==> src/rtl/usb_uart_pkg.sv <==
`default_nettype none
// ============================================================================
// Module   : usb_uart_pkg
// Purpose  : Shared types and constants for the USB/UART FIFO bridge endpoint.
//            Holds the IN-packet FSM state encoding and the byte width.
// Revision : 1.0 - initial release
// ============================================================================
package usb_uart_pkg;

    localparam int c_BYTE_W = 8;

    typedef enum logic [1:0] {
        ST_IDLE = 2'd0,
        ST_REQ  = 2'd1,
        ST_SEND = 2'd2,
        ST_DONE = 2'd3
    } in_state_t;

endpackage
`default_nettype wire

==> src/rtl/usb_uart_sync_fifo.sv <==
`default_nettype none
// ============================================================================
// Module   : usb_uart_sync_fifo
// Purpose  : Single-clock first-word fall-through FIFO with occupancy output.
//            o_data always shows the head entry (0 when empty); a pop moves
//            the next entry onto o_data in the following cycle. Pushes into
//            a full FIFO and pops from an empty FIFO are ignored.
// Ports    : clk, rst (sync, active-high)
//            i_push/i_data  write side
//            i_pop/o_data   read side (FWFT)
//            o_full, o_empty, o_level  status
// Revision : 1.0 - initial release
// ============================================================================
module usb_uart_sync_fifo #(
    parameter int DEPTH = 32,
    parameter int WIDTH = 8
) (
    input  logic                   clk,
    input  logic                   rst,
    input  logic                   i_push,
    input  logic [WIDTH-1:0]       i_data,
    input  logic                   i_pop,
    output logic [WIDTH-1:0]       o_data,
    output logic                   o_full,
    output logic                   o_empty,
    output logic [$clog2(DEPTH):0] o_level
);

    localparam int c_AW = $clog2(DEPTH);

    logic [WIDTH-1:0] r_mem [DEPTH];
    logic [c_AW:0]    r_wr_ptr;
    logic [c_AW:0]    r_rd_ptr;
    logic             w_do_push;
    logic             w_do_pop;

    // Pointers carry one extra wrap bit so full and empty are distinguishable.
    assign o_level   = r_wr_ptr - r_rd_ptr;
    assign o_full    = (o_level == (c_AW+1)'(DEPTH));
    assign o_empty   = (o_level == '0);
    assign w_do_push = i_push & ~o_full;
    assign w_do_pop  = i_pop & ~o_empty;
    assign o_data    = o_empty ? '0 : r_mem[r_rd_ptr[c_AW-1:0]];

    always_ff @(posedge clk) begin
        if (rst) begin
            r_wr_ptr <= '0;
            r_rd_ptr <= '0;
        end else begin
            if (w_do_push) r_wr_ptr <= r_wr_ptr + 1'b1;
            if (w_do_pop)  r_rd_ptr <= r_rd_ptr + 1'b1;
        end
    end

    always_ff @(posedge clk) begin
        if (w_do_push) r_mem[r_wr_ptr[c_AW-1:0]] <= i_data;
    end

endmodule
`default_nettype wire

==> src/rtl/usb_uart_bridge_fifo_ep.sv <==
`default_nettype none
// ============================================================================
// Module   : usb_uart_bridge_fifo_ep
// Purpose  : USB endpoint <-> UART-style byte port bridge with FIFOs in both
//            directions. CPU-written bytes are batched into IN packets of up
//            to MAX_PKT bytes; a partial packet is flushed once the queued
//            bytes have been idle for FLUSH_TIMEOUT cycles.
// Ports    : clk, reset (sync, active-high)
//            out_ep_*  OUT endpoint arbiter interface (host -> uart)
//            in_ep_*   IN endpoint arbiter interface  (uart -> host)
//            uart_*    byte register port, uart_do is the RX FIFO head
//            tx_level, rx_level  FIFO occupancies
// Config   : `define USB_UART_ZLP_EN to send a zero-length packet after a
//            full-size packet that leaves the TX FIFO empty.
// Revision : 1.0 - initial release
// ============================================================================
module usb_uart_bridge_fifo_ep
    import usb_uart_pkg::*;
#(
    parameter int TX_DEPTH      = 32,
    parameter int RX_DEPTH      = 32,
    parameter int MAX_PKT       = 32,
    parameter int FLUSH_TIMEOUT = 1024
) (
    input  logic                      clk,
    input  logic                      reset,
    output logic                      out_ep_req,
    input  logic                      out_ep_grant,
    input  logic                      out_ep_data_avail,
    input  logic                      out_ep_setup,
    output logic                      out_ep_data_get,
    input  logic [7:0]                out_ep_data,
    output logic                      out_ep_stall,
    input  logic                      out_ep_acked,
    output logic                      in_ep_req,
    input  logic                      in_ep_grant,
    input  logic                      in_ep_data_free,
    output logic                      in_ep_data_put,
    output logic [7:0]                in_ep_data,
    output logic                      in_ep_data_done,
    output logic                      in_ep_stall,
    input  logic                      in_ep_acked,
    input  logic                      uart_we,
    input  logic                      uart_re,
    input  logic [7:0]                uart_di,
    output logic [7:0]                uart_do,
    output logic                      uart_wait,
    output logic [$clog2(TX_DEPTH):0] tx_level,
    output logic [$clog2(RX_DEPTH):0] rx_level
);

    localparam int c_CW  = $clog2(MAX_PKT) + 1;
    localparam int c_TLW = $clog2(TX_DEPTH) + 1;
    localparam int c_RLW = $clog2(RX_DEPTH) + 1;
    localparam int c_TW  = $clog2(FLUSH_TIMEOUT + 1);

    logic                w_tx_full, w_tx_empty, w_tx_push;
    logic [c_BYTE_W-1:0] w_tx_head;
    logic                w_rx_full, w_rx_empty, w_rx_pop;
    logic [c_RLW-1:0]    w_rx_free;
    logic                w_get, r_inflight;
    logic [c_TW-1:0]     r_timer, w_timer_next;
    logic                w_flush;
    in_state_t           r_state, w_state_next;
    logic [c_CW-1:0]     r_sent, r_pkt_len, w_pkt_min;
    logic                r_zlp, w_latch, w_zlp_start, w_relatch, w_put, w_done;
    logic                w_unused;

    assign w_unused = &{1'b0, out_ep_setup, out_ep_acked, in_ep_acked, w_rx_full};

    // ---------------- byte port ----------------
    assign w_tx_push = uart_we & ~w_tx_full;
    assign w_rx_pop  = uart_re & ~w_rx_empty;
    assign uart_wait = (uart_we & w_tx_full) | (uart_re & w_rx_empty);

    usb_uart_sync_fifo #(.DEPTH(TX_DEPTH), .WIDTH(c_BYTE_W)) u_tx_fifo (
        .clk     (clk),
        .rst     (reset),
        .i_push  (w_tx_push),
        .i_data  (uart_di),
        .i_pop   (w_put),
        .o_data  (w_tx_head),
        .o_full  (w_tx_full),
        .o_empty (w_tx_empty),
        .o_level (tx_level)
    );

    usb_uart_sync_fifo #(.DEPTH(RX_DEPTH), .WIDTH(c_BYTE_W)) u_rx_fifo (
        .clk     (clk),
        .rst     (reset),
        .i_push  (r_inflight),
        .i_data  (out_ep_data),
        .i_pop   (w_rx_pop),
        .o_data  (uart_do),
        .o_full  (w_rx_full),
        .o_empty (w_rx_empty),
        .o_level (rx_level)
    );

    // ---------------- OUT path ----------------
    // A byte fetched last cycle is not yet counted in rx_level, so it must be
    // reserved before another get is issued; this guarantees no drop.
    assign out_ep_req      = out_ep_data_avail;
    assign out_ep_stall    = 1'b0;
    assign w_rx_free       = c_RLW'(RX_DEPTH) - rx_level;
    assign w_get           = ~reset & out_ep_grant & out_ep_data_avail &
                             (w_rx_free > {{(c_RLW-1){1'b0}}, r_inflight});
    assign out_ep_data_get = w_get;

    always_ff @(posedge clk) begin
        if (reset) r_inflight <= 1'b0;
        else       r_inflight <= w_get;
    end

    // ---------------- idle flush timer ----------------
    always_comb begin
        w_timer_next = r_timer;
        if (w_tx_push || (r_state != ST_IDLE))
            w_timer_next = '0;
        else if (!w_tx_empty && (r_timer != c_TW'(FLUSH_TIMEOUT)))
            w_timer_next = r_timer + 1'b1;
    end

    // Flush decision uses the incremented value so REQ follows the last write
    // by exactly FLUSH_TIMEOUT cycles.
    assign w_flush = (w_timer_next == c_TW'(FLUSH_TIMEOUT)) & ~w_tx_empty;

    always_ff @(posedge clk) begin
        if (reset) r_timer <= '0;
        else       r_timer <= w_timer_next;
    end

    // ---------------- IN packet FSM ----------------
    assign w_pkt_min = (tx_level >= c_TLW'(MAX_PKT)) ? c_CW'(MAX_PKT) : c_CW'(tx_level);
    // A pending ZLP turns into a normal packet if bytes arrive before grant.
    assign w_relatch = (r_state == ST_REQ) & r_zlp & ~w_tx_empty;

    always_ff @(posedge clk) begin
        if (reset) r_state <= ST_IDLE;
        else       r_state <= w_state_next;
    end

    always_comb begin
        w_state_next = r_state;
        w_latch      = 1'b0;
        w_zlp_start  = 1'b0;
        w_put        = 1'b0;
        w_done       = 1'b0;
        case (r_state)
            ST_IDLE: begin
                if ((tx_level >= c_TLW'(MAX_PKT)) || w_flush) begin
                    w_state_next = ST_REQ;
                    w_latch      = 1'b1;
                end
            end
            ST_REQ: begin
                if (in_ep_grant && in_ep_data_free) w_state_next = ST_SEND;
            end
            ST_SEND: begin
                w_put = in_ep_data_free & in_ep_grant & (r_sent < r_pkt_len);
                if (r_sent == r_pkt_len) w_state_next = ST_DONE;
            end
            ST_DONE: begin
                w_done       = 1'b1;
                w_state_next = ST_IDLE;
`ifdef USB_UART_ZLP_EN
                if ((r_pkt_len == c_CW'(MAX_PKT)) && w_tx_empty) begin
                    w_state_next = ST_REQ;
                    w_zlp_start  = 1'b1;
                end
`endif
            end
            default: w_state_next = ST_IDLE;
        endcase
    end

    always_ff @(posedge clk) begin
        if (reset) begin
            r_sent    <= '0;
            r_pkt_len <= '0;
            r_zlp     <= 1'b0;
        end else begin
            r_sent <= (r_state == ST_SEND) ? (r_sent + c_CW'(w_put)) : '0;
            if (w_latch || w_relatch) begin
                r_pkt_len <= w_pkt_min;
                r_zlp     <= 1'b0;
            end else if (w_zlp_start) begin
                r_pkt_len <= '0;
                r_zlp     <= 1'b1;
            end
        end
    end

    assign in_ep_req       = (r_state != ST_IDLE);
    assign in_ep_data_put  = w_put;
    assign in_ep_data      = w_put ? w_tx_head : 8'h00;
    assign in_ep_data_done = w_done;
    assign in_ep_stall     = 1'b0;

endmodule
`default_nettype wire

==> config.mk <==
export PLATFORM = sky130hd
export DESIGN_NAME = usb_uart_bridge_fifo_ep
export DESIGN_NICKNAME = d
export VERILOG_FILES = /design/src/rtl/usb_uart_pkg.sv /design/src/rtl/usb_uart_sync_fifo.sv /design/src/rtl/usb_uart_bridge_fifo_ep.sv
export SDC_FILE = /design/constraint.sdc
export NUM_CORES = 1
export LEC_CHECK = 0
export ABC_AREA = 1
export BUFFER_PORTS_ARGS = -buffer_cell sky130_fd_sc_hd__buf_2
export CAP_MARGIN = 40
export CORE_MARGIN = 5
export CORE_UTILIZATION = 30
export DETAILED_ROUTE_END_ITERATION = 6
export PLACE_DENSITY_LB_ADDON = 0.3
export SYNTH_ARGS = -nofsm -noshare
export SYNTH_HDL_FRONTEND = slang
export SYNTH_HIERARCHICAL = 1
export SYNTH_SLANG_ARGS = --single-unit
==> constraint.sdc <==
create_clock -name clk -period 5.9 [get_ports clk]
set_clock_uncertainty 0.1 [all_clocks]
set_input_delay 0.295 -clock clk [delete_from_list [all_inputs] [get_ports clk]]
set_output_delay 0.295 -clock clk [all_outputs]
set_load 0.01 [all_outputs]
==> results of run 1 <==
worst max-delay path, cell delays in order (launching register included):
cell	delay, ns
dfxtp_1	0.40
inv_1	0.14
ha_1	0.22
inv_1	0.10
fa_1	0.48
or2_1	0.26
nor2_2	0.12
nand3_2	0.10
nor2_4	0.13
nand2_2	0.30
inv_1	0.29
nor2_1	0.10
nand2_1	0.07
nand2_1	0.05
nand3_1	0.08
nand3_1	0.08
nor2_1	0.15
nand3_1	0.12
nor2_2	0.10
nand3_2	0.10
nand2_4	0.12
nand3_1	0.09
nand2_1	0.09
nor2_1	0.04
power breakdown:
part / internal (uW) / switching [uW]
clock: 2090 / 1550
sequential: 4530 / 115
combinational: 725 / 1790
total: 7350 / 3450
per-stage QoR:
step,util,instances,hold WS [ns],total power [uW]
2_1_floorplan,-,2385,0.2939,6493
3_3_place_gp,0.3180,3414,0.3614,7161
3_5_place_dp,0.3212,3450,0.3774,7237
4_1_cts,0.3448,3562,0.07816,10920
5_1_grt,0.3448,3562,0.1096,11400
6_report,0.3448,3563,0.1007,10800
layout by cell type, fill, tap and decap left out, types with 5 or more instances in the layout:
cell       count
inv_2          9
nand4_1        5
bufinv_16      5
nand2_2        9
nor3_2         7
ha_1          36
dfxtp_1       56
nand3_2        5
a21oi_1       52
nand2_4        5
clkbuf_1      17
a21oi_2        7
buf_2         83
edfxtp_1     512
inv_1        118
buf_4         33
o21ai_0       30
nor3_1        54
o211ai_1       9
clkinv_1      18
clkinv_2      10
clkbuf_16     59
nand3_1      473
nor2_2         6
nor2_1       171
nand2_1      653
area by class of cell:
type | instances | area [um2] | share of cell area
Antenna cell | 1 | 2.502 | 0.00008811
Clock inverter | 31 | 340.3 | 0.01198
Multi-Input combinational cell | 1552 | 7271 | 0.2560
Tap cell | 1070 | 1339 | 0.04714
Inverter | 136 | 513.0 | 0.01806
Clock buffer | 78 | 1568 | 0.05520
Sequential cell | 572 | 16590 | 0.5840
Timing Repair Buffer | 123 | 783.3 | 0.02758
path summary, 6_finish.rpt:
path / from / end / depth (start not counted)
max reg2reg: u_tx_fifo/r_wr_ptr[0] / r_pkt_len[3] / 23
max: u_tx_fifo/r_wr_ptr[0] / r_pkt_len[3] / 23
min reg2reg: r_pkt_len[5] / r_pkt_len[5] / 2
min: out_ep_data[2] / u_rx_fifo/r_mem[26][2] / 1
per-layer routing:
layer | global-route usage | vias to the layer above | part of all wire
li1 | - | 8341 | -
met1 | 0.1907 | 8259 | 0.46
met2 | 0.2208 | 432 | 0.46
met3 | 0.02127 | 99 | 0.055
met4 | 0.03483 | 0 | 0.023
met5 | 0 | - | 0
==> metrics, run 1 <==
row count=105; Synth Instances=between 2000 and 2500; RSZ-0062 raised after global routing=false; CTS H-Tree Depth=2; die area=89130 um2; Max Root-Sink Buffers=3; fraction of layout cells with a size suffix above 1=0.1047; Max Cap Viol=0; first-pass GRT wire length=96.45 mm; Worst IR Drop VDD=0.4273 mV; Pre-antenna DRT Iters=7; hold crit path type=input pin to register; worst reg-to-reg setup slack=1.91 ns; # clock sinks=~570; outcome=completed; drt wl/cell=about 17 um; largest net degree at the start of global routing=70; Tcrit/Tclk final=0.6755; fmax=between 200 and 300 MHz; Period minus WS final=3.986 ns; postcts setup bufs=0; DRT antenna net count=0; Critical Path AT=4.37 ns; post-route setup slack=1.914 ns; Startpoint Class=register; vias in the first global route=16460; critical path class=register to register; final setup vio count=0; via count=between 15000 and 20000; Layout area overhead=13.72%; DRT iter0 DRCs=about 1300; nets=approximately 2500; final wirelength=62.05 mm; Worst slew margin=0.3927; # hold bufs at CTS=3; drc violations=0; cell area after synthesis=~25000 um2; Core ar.=approximately 82000 um2; antenna violations before repair=1; port bufs=57; synth warn=6; Worst-Skew Late Latency=0.63 ns; CP required=6.28 ns; IO Count=63; Area after DPL=26460 um2; initial core utilization=0.3032; Final Hold Fails=0; via/cell ratio=4.808; pwr dens=between 300 and 400 nW/um2; HPWL after DPL=38.72 mm; Setup TNS=0 ns; Worst Tran Pin Value=about 0.91 ns; root buf cell=clkbuf_16; Max FO, Critical Path=21; Post-CTS Resized=0; Post-Place Worst Slack=slightly below 2 ns; Reg clk slew, reported paths=0.06 ns; # fillers=approximately 8100; total gr overflow=0; CTS buffer count=59; die height=298.5 um; total global-route track usage=0.1357; Pins Over Slew Limit=0; GPL Wtd Cong=0.8547; element type at the critical path end=register; Lkg Pwr=roughly 0.011 uW; Finished Cell Area=about 28000 um2; CTS tree=built; Avg Cell Area, Syn=10.48 um2; die width=298.5 um
Power figures use the tool's default switching activity.
==> inputs of run 2 (changes only) <==
clock period = 3.7 ns   (was 5.9 ns; I/O delays follow)
==> metrics, run 2 (same netlist as run 1, synthesis figures left out) <==
final setup vio count=0 (unchanged); critical path class=register to output port (was register to register); DRT iter0 DRCs=1271 (was 1339); Max Root-Sink Buffers=3 (unchanged); Worst Tran Pin Value=0.9643 ns (was 0.9075 ns); root buf cell=clkbuf_16 (unchanged); Layout area overhead=15.80% (was 13.72%); CTS tree=built (unchanged); via count=17610 (was 17130); largest net degree at the start of global routing=131 (was 70); antenna violations before repair=0 (was 1); GPL Wtd Cong=0.8392 (was 0.8547); most frequent cells in the layout=nand2_1 (653), edfxtp_1 (512), nand3_1 (473), nor2_1 (170), inv_1 (115) (was nand2_1 (653), edfxtp_1 (512), nand3_1 (473), nor2_1 (171), inv_1 (118)); Pins Over Slew Limit=0 (unchanged); Final Hold Fails=0 (unchanged); overall power=18090 uW (was 10800 uW); Lkg Pwr=0.01078 uW (was 0.01054 uW); placed insts=3465 (was 3450); die height=298.5 um (unchanged); Pre-antenna DRT Iters=5 (was 7); pwr dens=625.6 nW/um2 (was 380.3 nW/um2); Setup TNS=0 ns (unchanged); # clock sinks=572 (unchanged); Final Util=0.3511 (was 0.3448); fraction of layout cells with a size suffix above 1=0.1251 (was 0.1047); Worst-Skew Late Latency=0.63 ns (about the same); total global-route track usage=0.1402 (was 0.1357); worst reg-to-reg setup slack=0.25 ns (was 1.91 ns); # fillers=8133 (was 8147); Worst path slowest cell=fa_1 (unchanged); delay of the slowest critical-path stage=0.48 ns (about the same); leading cell type in the layout, fill and taps excluded=nand2_1 (unchanged); die width=298.5 um (unchanged); hold crit path type=input pin to register (unchanged); crit path cell chain=inv_2, ha_1, inv_1, fa_1, or2_1, nor2_2, nand3_2, nor2_4, nand2_2, buf_6, nand2_1, nor2_1, inv_1, nor2_1, buf_2 (was inv_1, ha_1, inv_1, fa_1, or2_1, nor2_2, nand3_2, nor2_4, nand2_2, inv_1, nor2_1, nand2_1, nand2_1, nand3_1, nand3_1, nor2_1, nand3_1, nor2_2, nand3_2, nand2_4, nand3_1, nand2_1, nor2_1); initial core utilization=0.3032 (unchanged); RSZ-0062 raised after global routing=false (unchanged); Worst IR Drop VDD=0.4008 mV (was 0.4273 mV); final wirelength=64.60 mm (was 62.05 mm); Antenna Cells=0 (was 1); outcome=completed (unchanged); element type at the critical path end=output port (was register); via/cell ratio=4.897 (was 4.808); CP delay by family, top=simple AND/OR/NAND/NOR gates (unchanged); Finished Layout Cells=3596 (was 3563); HPWL after DPL=40.56 mm (was 38.72 mm); die area=89130 um2 (unchanged); CP bufs+invs=5 (was 3); vias in the first global route=17220 (was 16460); drc violations=0 (unchanged); row count=105 (unchanged); Critical Path AT=3.23 ns (was 4.37 ns); nets=2539 (was 2509); drt wl/cell=17.96 um (was 17.42 um); DRT antenna net count=0 (unchanged); port bufs=57 (unchanged); final hold slack=0.008112 ns (was 0.1007 ns); Startpoint Class=register (unchanged); CTS buffer count=60 (was 59); Period minus WS final=3.510 ns; Max Cap Viol=0 (unchanged); first-pass GRT wire length=98.77 mm (was 96.45 mm); Reg clk slew, reported paths=0.06 ns (about the same); Core ar.=82370 um2 (unchanged); Tcrit/Tclk final=0.9487; Max FO, Critical Path=20 (was 21); CTS H-Tree Depth=2 (unchanged); total gr overflow=0 (unchanged); fmax=approximately 280 MHz; CP required=3.41 ns (was 6.28 ns); Worst slew margin=0.3522 (was 0.3927); IO Count=63 (unchanged)
-- run 2: cell count changes in the layout (fill, tap and decap cells not counted), moves of 3 or more --
| cell | previous run | this run |
|---|---|---|
| clkinvlp_4 | 2 | 11 |
| buf_4 | 33 | 59 |
| dlygate4sd3_1 | 3 | 7 |
| clkbuf_1 | 17 | 7 |
| clkbuf_16 | 59 | 62 |
| inv_1 | 118 | 115 |
| clkinv_1 | 18 | 11 |
| buf_2 | 83 | 77 |
| buf_12 | 1 | 4 |
| clkinv_2 | 10 | 14 |
| bufinv_16 | 5 | 9 |
-- run 2: layer usage --
metal,routed length [um],GRT usage,up-vias
met5,0,0,-
met4,1546,0.04287,0
met3,4014,0.02533,116
met2,30550,0.2348,530
met1,28500,0.1864,8560
li1,-,-,8403
-- run 2: layout make-up --
| cell class | instances | area, um2 | area share |
|---|---|---|---|
| timing repair buffer | 152 | 1077 | 0.03725 |
| clock inverter | 42 | 491.7 | 0.01700 |
| multi-input combinational | 1552 | 7288 | 0.2520 |
| clock buffer | 72 | 1619 | 0.05598 |
| inverter | 136 | 519.2 | 0.01795 |
| tap | 1070 | 1339 | 0.04629 |
| sequential | 572 | 16590 | 0.5735 |
-- run 2: where the power goes --
group	switching (uW)	internal, uW
Clock	2580	3770
Sequential	115	7220
Combinational	3070	1330
-- run 2: path summary, 6_finish.rpt --
| kind | startpoint | to | cells past startpoint |
|---|---|---|---|
| setup / recovery | u_tx_fifo/r_wr_ptr[0] | in_ep_data[0] | 15 |
| hold / removal | in_ep_data_free | r_state[0] | 6 |
| setup reg to reg | u_tx_fifo/r_wr_ptr[0] | r_pkt_len[2] | 24 |
| hold reg to reg | r_pkt_len[5] | r_pkt_len[5] | 2 |
-- run 2: tightest hold or removal path: stages --
cell and delay [ns]:
buf_2 0.07, nand2_1 0.16, nand2_1 0.11, nand3_1 0.06
nand2_1 0.06, a21oi_1 0.03
-- run 2: timing repair --
| action | in CTS | in global routing |
|---|---|---|
| setup endpoints to repair | 0 | 81 |
| hold endpoints to repair | 64 | 0 |
| hold buffers | 7 | 0 |
| buffers inserted | 0 | 5 |
| resized for setup | 0 | 10 |
-- run 2: metrics by stage --
| step | area, um2 | worst slack, ns |
|---|---|---|
| 4_1_cts | 28830 | 0.04982 |
| 5_1_grt | 28920 | 0.004781 |
| 6_report | 28920 | 0.1897 |
| 3_5_place_dp | 26650 | 0.1119 |
| 3_3_place_gp | 26490 | 0.1509 |
| 2_1_floorplan | 24980 | 0.07134 |
